<file path="config.mk">
export PLATFORM = sky130hd
export DESIGN_NAME = pcm_frame_assembler
export DESIGN_NICKNAME = d
export VERILOG_FILES = /design/src/rtl/pcm_frame_assembler.sv
export SDC_FILE = /design/constraint.sdc
export NUM_CORES = 1
export LEC_CHECK = 0
export BUFFER_PORTS_ARGS = -buffer_cell sky130_fd_sc_hd__buf_2
export CELL_PAD_IN_SITES_DETAIL_PLACEMENT = 1
export CELL_PAD_IN_SITES_GLOBAL_PLACEMENT = 1
export CORE_AREA = 2 2 74 94
export CTS_CLUSTER_SIZE = 16
export DETAILED_ROUTE_END_ITERATION = 16
export DIE_AREA = 0 0 76 96
export PLACE_DENSITY = 0.83
export SYNTH_ARGS = -nofsm -noshare
export SYNTH_HDL_FRONTEND = slang
export SYNTH_SLANG_ARGS = --single-unit
</file>
<file path="constraint.sdc">
create_clock -name clk -period 2.5 [get_ports clk]
set_input_delay 0.75 -clock clk [delete_from_list [all_inputs] [get_ports clk]]
set_output_delay 0.75 -clock clk [all_outputs]
set_load 0.005 [all_outputs]
</file>
<file path="src/rtl/pcm_frame_assembler.sv">
// pcm_frame_assembler: packs the little-endian UART byte stream into multi-channel PCM frames for the DAC FIFO.
// Define PCM_ASM_TIMEOUT_EN to build the inter-byte timeout that drops stale partial frames and pulses resync.
module pcm_frame_assembler #(
  parameter int CHANNELS       = 2,
  parameter int SAMPLE_BITS    = 16,
  parameter int FILL_BITS      = 12,
  parameter int LOW_MARK       = 1228,
  parameter int HIGH_MARK      = 2048,
  parameter bit SIGNED_IN      = 1'b1,
  parameter int TIMEOUT_CYCLES = 1200
) (
  input  logic                            clk,
  input  logic                            reset,
  input  logic [7:0]                      rx_data,
  input  logic                            received,
  input  logic                            fifo_full,
  input  logic [FILL_BITS-1:0]            fill,
  output logic [CHANNELS*SAMPLE_BITS-1:0] wr_data,
  output logic                            wr_en,
  output logic                            xon,
  output logic                            overflow,
  output logic                            resync
);

  localparam int FRAME_W = CHANNELS * SAMPLE_BITS;
  localparam int BPS     = SAMPLE_BITS / 8;
  localparam int B       = CHANNELS * BPS;
  localparam int IDX_W   = (B > 1) ? $clog2(B) : 1;
  localparam logic [IDX_W-1:0]     LAST_IDX = IDX_W'(B - 1);
  localparam logic [FILL_BITS-1:0] LOW_F    = FILL_BITS'(LOW_MARK);
  localparam logic [FILL_BITS-1:0] HIGH_F   = FILL_BITS'(HIGH_MARK);

  if ((SAMPLE_BITS % 8) != 0 || SAMPLE_BITS < 8 || SAMPLE_BITS > 32 || CHANNELS < 1 ||
      LOW_MARK >= HIGH_MARK || HIGH_MARK >= (1 << FILL_BITS) || TIMEOUT_CYCLES < 1) begin : g_bad_params
    $error("pcm_frame_assembler: illegal parameter combination");
  end

  logic [IDX_W-1:0]   idx, eff_idx, idx_nxt;
  logic [FRAME_W-1:0] asm_q, base_asm, asm_nxt, load_word;
  logic               expire, last_byte;

`ifdef PCM_ASM_TIMEOUT_EN
  localparam int TO_W = $clog2(TIMEOUT_CYCLES + 1);

  logic [TO_W-1:0] to_cnt;

  assign expire = (to_cnt == TO_W'(TIMEOUT_CYCLES));

  always_ff @(posedge clk) begin
    if (reset) begin
      to_cnt <= '0;
      resync <= 1'b0;
    end else begin
      resync <= expire;
      if (received || idx == '0 || expire)
        to_cnt <= '0;
      else
        to_cnt <= to_cnt + 1'b1;
    end
  end
`else
  assign expire = 1'b0;
  assign resync = 1'b0;
`endif

  // An expiry is applied before any coincident byte, so that byte lands as byte 0 of a fresh frame.
  always_comb begin
    eff_idx  = expire ? '0 : idx;
    base_asm = expire ? '0 : asm_q;
    asm_nxt  = base_asm;
    for (int k = 0; k < B; k++) begin
      if (eff_idx == IDX_W'(k))
        asm_nxt[((CHANNELS - 1 - k / BPS) * BPS + k % BPS) * 8 +: 8] = rx_data;
    end
    last_byte = (eff_idx == LAST_IDX);
    idx_nxt   = last_byte ? '0 : eff_idx + 1'b1;
    load_word = asm_nxt;
    if (SIGNED_IN) begin
      for (int c = 0; c < CHANNELS; c++)
        load_word[c * SAMPLE_BITS + SAMPLE_BITS - 1] = ~asm_nxt[c * SAMPLE_BITS + SAMPLE_BITS - 1];
    end
  end

  always_ff @(posedge clk) begin
    if (reset) begin
      idx      <= '0;
      asm_q    <= '0;
      wr_data  <= '0;
      wr_en    <= 1'b0;
      overflow <= 1'b0;
    end else begin
      wr_en <= 1'b0;
      if (received) begin
        idx   <= idx_nxt;
        asm_q <= asm_nxt;
        if (last_byte) begin
          wr_data <= load_word;
          if (fifo_full)
            overflow <= 1'b1;
          else
            wr_en <= 1'b1;
        end
      end else begin
        idx   <= eff_idx;
        asm_q <= base_asm;
      end
    end
  end

  // Host flow control: between the marks xon keeps its last value.
  always_ff @(posedge clk) begin
    if (reset)
      xon <= 1'b1;
    else if (fill >= HIGH_F)
      xon <= 1'b0;
    else if (fill <= LOW_F)
      xon <= 1'b1;
  end

endmodule

</file>
==> metrics.txt, run 1 <==
outcome completed; Worst Hold Class reg -> reg; CTS clock-pin slew for the worst setup and hold paths 0.07 ns; worst rel slew slack 0.643; Post-CTS Setup Bufs 0; PwrDens 642 nW/um^2; CP cell instances ha_1 > buf_4 > mux2i_1 > nand2_1 > a21oi_1; WP data required 2.77 ns; clock power share 0.367; FMAX 0.580 GHz; share of the synthesized area in the top cell type 0.468; die area 7300 sq um; share of cells above drive strength 1 0.297; flop and latch count out of synthesis 61; first-pass GRT wire length 10200 microns; vias in the first global route 2076; Tot Pwr 1.99 mW; I/O pin total 60; initial antenna violation count 0; Combinational Power Share 0.121; Row Count 33; slew of the pin with the lowest slew margin 0.535 ns; LEAKAGE 1.21 nW; synthesized instance count 285; CTS max path bufs 2; Area Growth Syn to Fin 19.0%; Fin Clk Skew 0.00727 ns; starting density of the core 0.407; Root Buffer clkbuf_8; worst path buffer plus inverter count 1; sequential element share of the synthesized area 0.468; Pint 1.45 mW; Layout Cells excl Fill 427; Total Routing Usage GR 0.179; Cell Area, Synth 2610 sq um; most frequent cells in the layout dfxtp_1, buf_2, nand2_1, a21oi_1, nor2_1; Slew Limit Fails 0; Synth area leader dfxtp_1; final antenna diode count 0; Detailed Place HPWL 4370 microns; Num CTS Buffers 9; max layer used met4; worst path arrival time 1.99 ns; Yosys warnings 0; CTS tree built; Synth area leaders dfxtp_1, mux2i_1, a211oi_2, nand2_1, a21oi_1; Horiz. Die Dim 76 microns; Remaining DRCs 0; largest net degree at the start of global routing 39; crit-path max FO 10; CTS resizes 0; max-cap violations 0; count of different cell masters after synthesis 23; Psw 0.543 mW; critical path's slowest cell ha_1; buffers added on ports 58; CP endpoint kind flop; drt total wl 6420 microns; fillcell total 767; Place WS 0.659 ns; post-DR vias/cell 5.00; final worst path period share 0.689; hold_buf cts 0; most common cell after layout, fill and taps aside dfxtp_1; dpl cells 411; syn_nets 313; crit start category flop; routability cong. 0.751; Detailed Routing Iterations Pass 1 4; Die Y 96 microns; Syn Area/Cell 9.15 sq um; Seq pwr share 0.511; Setup CP Type reg -> reg; core area 6400 sq um; worst skew pair latency 0.34 ns; setup TNS 0 ns; DR vias 2134; H-tree lvl count 3; post-layout worst setup margin 0.777 ns; nets 363; 1st-iter DRT viols 123; final setup vio count 0; Period minus WS final 1.72 ns; final hold vios 0; VDD IR-drop max 0.365 mV; clk sink count 61; GRT overflow 0; CP delay by family, top adder cells; met2 WL 3210 microns; delay of the slowest cell on the worst path 0.51 ns; RSZ-0062 raised after global routing no; Routed Antenna Nets 0; met1 WL 2900 microns; sw frac 0.273; WL per Instance 15.0 microns; met3 WL 236 microns
-- logic make-up (layout without fill, tap and decap cells) --
| family | after synthesis | after routing | synth area share |
|---|---|---|---|
| adder cells (fa/ha/maj) | 4 | 4 | 0.0192 |
| AO/OA/AOI/OAI | 61 | 61 | 0.181 |
| buffers and inverters | 30 | 85 | 0.0667 |
| other | 1 | 1 | 0.00144 |
| flip-flops | 61 | 61 | 0.468 |
| AND/OR/NAND/NOR | 102 | 102 | 0.163 |
| multiplexers | 26 | 26 | 0.0998 |
-- cell usage after synthesis --
cell type / instances
buf_4: 5
clkbuf_4: 2
ha_1: 4
buf_6: 3
nor3_1: 2
a211oi_1: 5
inv_1: 3
nor4_1: 1
buf_2: 10
o21ai_0: 1
dfxtp_1: 61
nand2_1: 45
a211oi_2: 20
and2_1: 1
clkbuf_1: 7
conb_1: 1
mux2i_1: 26
a21oi_1: 33
and4_1: 1
a31oi_1: 1
a2111oi_0: 1
nor2_1: 28
nand3_1: 24
-- power groups by stage --
stage,Clock (mW),Combinational [mW],Sequential (mW)
after floorplan,0,0.166,1.04
after global placement,0,0.233,1.04
after detailed placement,0,0.240,1.04
after CTS,0.750,0.244,1.02
after global routing,0.795,0.267,1.02
final,0.732,0.242,1.02
-- metal layers --
layer  up-vias  track usage
li1       1082            -
met1      1007        0.222
met2        38        0.301
met3         7       0.0413
met4         0       0.0773
met5         -            0
-- final timing paths --
check | start | to | slack, ns | cells past startpoint
worst max-delay path | eff_idx[0] | wr_data[31] | 0.78 | 5
worst min-delay path | asm_q[28] | asm_q[28] | 0.45 | 2
worst max register to register | eff_idx[0] | wr_data[31] | 0.78 | 5
worst min register to register | asm_q[28] | asm_q[28] | 0.45 | 2
-- sequential cells by signal, indices dropped and copies added, names as in the netlist --
register / cells
wr_en: 1
wr_data: 32
asm_q: 24
eff_idx: 2
xon: 1
overflow: 1
-- layout make-up --
class | instances | area, sq um | share of cell area
inverters | 3 | 11.3 | 0.00363
clock inverters | 5 | 27.5 | 0.00887
clock buffers | 11 | 131 | 0.0424
multi-input cells | 194 | 1210 | 0.391
flip-flops and latches | 61 | 1220 | 0.394
repair buffers | 66 | 388 | 0.125
well taps | 87 | 109 | 0.0351
-- worst min-delay path: stages, from the launching register on --
cell,delay [ns]
dfxtp_1,0.31
nand2_1,0.05
a21oi_1,0.05
-- metrics by stage --
stage | area (sq um) | utilization | hold WS (ns)
6_report | 3100 | 0.485 | 0.455
5_1_grt | 3100 | 0.485 | 0.474
4_1_cts | 3100 | 0.485 | 0.457
3_5_place_dp | 2940 | 0.460 | 0.448
3_3_place_gp | 2940 | 0.460 | 0.441
2_1_floorplan | 2610 | - | 0.436
(Power assumes the default switching activity.)
==> inputs of run 2 (changes only) <==
--- a/config.mk
+++ b/config.mk
@@ -5,14 +5,15 @@
 export SDC_FILE = /design/constraint.sdc
 export NUM_CORES = 1
 export LEC_CHECK = 0
+export ABC_AREA = 1
 export BUFFER_PORTS_ARGS = -buffer_cell sky130_fd_sc_hd__buf_2
 export CELL_PAD_IN_SITES_DETAIL_PLACEMENT = 1
 export CELL_PAD_IN_SITES_GLOBAL_PLACEMENT = 1
-export CORE_AREA = 2 2 74 94
+export CORE_AREA = 2 2 78 99
 export CTS_CLUSTER_SIZE = 16
 export DETAILED_ROUTE_END_ITERATION = 16
-export DIE_AREA = 0 0 76 96
-export PLACE_DENSITY = 0.83
+export DIE_AREA = 0 0 80 101
+export PLACE_DENSITY = 0.79
 export SYNTH_ARGS = -nofsm -noshare
 export SYNTH_HDL_FRONTEND = slang
 export SYNTH_SLANG_ARGS = --single-unit
==> constraint.sdc (replaced) <==
create_clock -name clk -period 1.64 [get_ports clk]
set_input_delay 0.492 -clock clk [delete_from_list [all_inputs] [get_ports clk]]
set_output_delay 0.492 -clock clk [all_outputs]
set_load 0.005 [all_outputs]
==> run 2 against run 1 <==
Highest routed layer unchanged. Global-route usage shrank 0.37 points. Final area grew 1.6%. Worst setup slack lost 0.61 ns. Via count grew 13%. Register-to-register slack lost 0.61 ns. First-iteration DRC count shrank 21%.
==> metrics.txt, run 2 <==
CP endpoint kind flop; sequential element share of the synthesized area 0.462; CTS max path bufs 2; nets 429; die area 8080 sq um; Horiz. Die Dim 80 microns; CTS clock-pin slew for the worst setup and hold paths 0.06 ns; FMAX 0.677 GHz; Synth Area in Simple Gates 0.156; flop2flop setup slack 0.16 ns; max reg flops 32; synthesized instance count 349; routability cong. 0.707; final setup vio count 0; Cell Area, Synth 2640 sq um; CTS resizes 1; core area 7180 sq um; Yosys warnings 0; crit-path max FO 12; most frequent cells in the layout dfxtp_1, buf_2, inv_1, nor2_1, nand2_1; largest family of logic cells by synthesized area compound AO/OA/AOI/OAI gates; GR Util met2 0.293; Period minus WS final 1.48 ns; GRT overflow 0; post-synthesis xor/xnor area fraction 0; RSZ-0062 raised after global routing no; 1st-iter DRT viols 97; final antenna diode count 0; Die Y 101 microns; buffers added on ports 58; count of different cell masters after synthesis 22; met1 usage 0.211; share of the synthesized area in the top cell type 0.462; WP data required 1.87 ns; Place WS 0.00483 ns; GR peak layer met2; flop and latch count out of synthesis 61; Area Growth Syn to Fin 19.2%; I/O pin total 60; Remaining DRCs 0; Setup CP Type reg -> reg; share of cells above drive strength 1 0.244; mux contribution to synthesized area 0.0114; LEAKAGE 1.60 nW; final hold vios 0; Synth area leader dfxtp_1; first-pass GRT wire length 11000 microns; starting density of the core 0.368; DR vias 2414; Post-synth top flop dfxtp_1; Row Count 35; Routed Antenna Nets 0; VDD IR-drop max 0.484 mV; hold_buf cts 0; max-cap violations 0; CTS tree built; Tot Pwr 3.29 mW; WL per Instance 13.1 microns; Worst Hold Class in -> reg; global-route met3 utilization 0.0466; Root Buffer clkbuf_8; most common cell after layout, fill and taps aside dfxtp_1; number of flops mapped to enable cells by yosys 0; Area after DPL 2950 sq um; design area 3150 sq um; PwrDens 1040 nW/um^2; H-tree lvl count 3; Slew Limit Fails 0; post-layout worst setup margin 0.162 ns; vias in the first global route 2448; worst skew pair latency 0.34 ns; clk sink count 61; syn_nets 377; crit start category flop; Async S/R FF share, synth 0; Synth Area in Adders 0.0189; post-DR vias/cell 4.85; setup TNS 0 ns; Num CTS Buffers 9; commonest cells in the netlist dfxtp_1, inv_1, nor2_1, nand2_1, o21ai_1; most common cell in the netlist dfxtp_1; outcome completed; largest net degree at the start of global routing 46; Detailed Routing Iterations Pass 1 4; most flop-heavy register wr_data; Total Routing Usage GR 0.175; Detailed Place HPWL 4660 microns; Syn Area/Cell 7.58 sq um; Synth Area in Compound Gates 0.220; Fin Clk Skew 0.00502 ns; final worst path period share 0.901; worst path arrival time 1.71 ns; Post-CTS Setup Bufs 0; initial antenna violation count 0; drt total wl 6530 microns; Synth area leaders dfxtp_1, o21ai_1, inv_1, nor2_1, nand2_1
==> run 2: routing by layer <==
| layer | wire [microns] | share of wire | vias to the layer above |
|---|---|---|---|
| li1 | - | - | 1218 |
| met5 | 0 | 0 | - |
| met1 | 2940 | 0.45 | 1129 |
| met2 | 3170 | 0.48 | 54 |
| met4 | 120 | 0.018 | 0 |
| met3 | 300 | 0.046 | 13 |
==> run 2: per-stage QoR <==
step	cells	hold slack (ns)	utilization
2_1_floorplan	349	0.447	-
3_3_place_gp	482	0.438	0.411
3_5_place_dp	482	0.457	0.411
4_1_cts	498	0.307	0.438
5_1_grt	498	0.309	0.439
6_report	498	0.329	0.439
==> run 2: path summary, 6_finish.rpt <==
kind / from / endpoint / cells past startpoint
worst min-delay path: fifo_full / wr_en / 2
worst min register to register: overflow / overflow / 2
worst max register to register: eff_idx[0] / asm_q[23] / 6
worst max-delay path: eff_idx[0] / asm_q[23] / 6
==> run 2: critical path, cell delays in order, from the launching register on <==
cell	delay (ns)
dfxtp_1	0.36
inv_1	0.11
ha_2	0.39
mux2i_1	0.29
nand2_1	0.09
o211ai_1	0.09
inv_1	0.05
==> run 2: logic make-up after synthesis <==
| group | Yosys count |
|---|---|
| fa+ha+maj | 4 |
| other cells | 1 |
| buf+inv | 74 |
| simple gates | 103 |
| mux | 3 |
| flops | 61 |
| compound gates | 103 |
==> run 2: layout make-up <==
class	count	area, sq um
fill	941	4030
sequential	61	1220
multi-input combinational	214	1090
timing repair buffer	63	340
inverter	52	198
clock buffer	11	141
tap	92	115
clock inverter	5	50.0
==> run 2: report_power, final <==
part,switching (mW),internal [mW],leakage (nW)
clock,0.561,0.732,0.103
combinational,0.248,0.157,1.00
sequential,0.0366,1.55,0.499
total,0.846,2.44,1.60
==> inputs of run 3 (changes only) <==
--- a/config.mk
+++ b/config.mk
@@ -9,10 +9,10 @@
 export BUFFER_PORTS_ARGS = -buffer_cell sky130_fd_sc_hd__buf_2
 export CELL_PAD_IN_SITES_DETAIL_PLACEMENT = 1
 export CELL_PAD_IN_SITES_GLOBAL_PLACEMENT = 1
-export CORE_AREA = 2 2 78 99
+export CORE_AREA = 5 5 81 102
 export CTS_CLUSTER_SIZE = 16
 export DETAILED_ROUTE_END_ITERATION = 16
-export DIE_AREA = 0 0 80 101
+export DIE_AREA = 0 0 86 107
 export PLACE_DENSITY = 0.79
 export SYNTH_ARGS = -nofsm -noshare
 export SYNTH_HDL_FRONTEND = slang
==> run 3 against run 2 <==
Maximum frequency is 0.87% higher. Register-to-register slack barely moved. Critical path type unchanged. Sequential cell count is the same. Cell count increased by 0.20%. Routed wire length is 10% higher. Largest cell class unchanged. Highest routed layer unchanged.
==> metrics.txt, run 3 (synthesized netlist as in run 2, its figures left out) <==
VDD IR-drop max 0.574 mV; hold_buf cts 0; crit-path max FO 45; starting density of the core 0.366; Routed Antenna Nets 0; worst r2r path cells 5; initial antenna violation count 0; worst skew pair latency 0.34 ns; Critical Path Start eff_idx[0]; Total Routing Usage GR 0.161; largest net degree at the start of global routing 46; post-layout worst setup margin 0.175 ns; FMAX 0.683 GHz; CTS max path bufs 2; reg2reg end wr_data[16]; PwrDens 1030 nW/um^2; max reg flops 32; die area 9200 sq um; Root Buffer clkbuf_8; DR vias 2455; final antenna diode count 0; max-cap violations 0; Tot Pwr 3.24 mW; LEAKAGE 1.60 nW; WP data required 1.91 ns; Num CTS Buffers 9; most frequent cells in the layout dfxtp_1, buf_2, inv_1, nor2_1, nand2_1; setup TNS 0 ns; Area Growth Syn to Fin 19.2%; final hold vios 0; critical path's slowest cell dfxtp_1; drt total wl 7180 microns; post-DR vias/cell 4.92; Area after DPL 2970 sq um; Place WS 0.0465 ns; vias in the first global route 2482; I/O pin total 60; first-pass GRT wire length 11800 microns; clk sink count 61; max layer used met4; fillcell total 941; WL per Instance 14.4 microns; H-tree lvl count 3; met3 WL 322 microns; Worst Hold Class in -> reg; Row Count 35; end-of-flow core utilization 0.436; Setup CP Type reg -> reg; routability cong. 0.783; 1st-iter DRT viols 97; Layout Cells excl Fill 499; nets 431; Slew Limit Fails 0; Setup crit end wr_data[16]; crit start category flop; met2 WL 3710 microns; design area 3150 sq um; Fin Clk Skew 0.00640 ns; Period minus WS final 1.47 ns; GRT overflow 0; outcome completed; RSZ-0062 raised after global routing no; CP endpoint kind flop; CTS tree built; Horiz. Die Dim 86 microns; Die Y 107 microns; R2R Path Start eff_idx[0]; final worst path period share 0.893; share of cells above drive strength 1 0.241; flop2flop setup slack 0.17 ns; delay of the slowest cell on the worst path 0.41 ns; dpl cells 484; worst path arrival time 1.73 ns; CTS clock-pin slew for the worst setup and hold paths 0.07 ns; most flop-heavy register wr_data; Detailed Place HPWL 5040 microns; core area 7230 sq um; Remaining DRCs 0; CP cell instances ha_1 > nand2_2 > inv_4 > o21ai_0 > a21oi_1; Detailed Routing Iterations Pass 1 4; worst hold slack 0.318 ns; final setup vio count 0; met1 WL 3040 microns; buffers added on ports 58; most common cell after layout, fill and taps aside dfxtp_1
-- run 3: changes by cell type in the layout (fill, tap and decap cells not counted), sizes merged --
cell    delta
bufinv     -1
clkinv     -3
buf        +2
clkbuf     +3
-- run 3: area by class of cell --
class                           count  area (sq um)  area share
Clock inverter                      1          5.00     0.00159
Sequential cell                    61          1220       0.388
Clock buffer                       14           173      0.0548
Tap cell                           92           115      0.0365
Timing Repair Buffer               65           355       0.113
Inverter                           52           198      0.0627
Multi-Input combinational cell    214          1080       0.344
-- run 3: worst max-delay path, delay by kind of cell (launching register included) --
kind / cells / cell delay, ns
AND/OR/NAND/NOR: 1 / 0.10
flip-flops: 1 / 0.41
buffers and inverters: 1 / 0.35
adder cells (fa/ha/maj): 1 / 0.24
AO/OA/AOI/OAI: 2 / 0.29
-- run 3: repair_timing --
| action | CTS | global route |
|---|---|---|
| gates resized for setup | 1 | 1 |
| cloned | 0 | 0 |
| buffers inserted | 0 | 0 |
| setup endpoints to repair | 1 | 5 |
-- run 3: how the worst min path moves through the flow --
stage | startpoint | cells past startpoint | slack (ns) | end
after CTS | fifo_full | 2 | 0.32 | wr_en
after floorplan | overflow | 2 | 0.45 | overflow
after global routing | fifo_full | 2 | 0.33 | wr_en
after detailed placement | asm_q[23] | 2 | 0.46 | asm_q[23]
after global placement | overflow | 2 | 0.44 | overflow
final | fifo_full | 2 | 0.32 | wr_en
-- run 3: power by group --
part	internal (mW)	total, mW	switching, mW
logic	0.160	0.420	0.260
registers	1.55	1.59	0.0367
clock network	0.663	1.23	0.566
total	2.38	3.24	0.863
-- run 3: routing by layer --
metal  up-vias  GRT usage
met5         -          0
met4         0     0.0509
met3         9     0.0361
met2        47      0.284
met1      1176      0.191
li1       1223          -
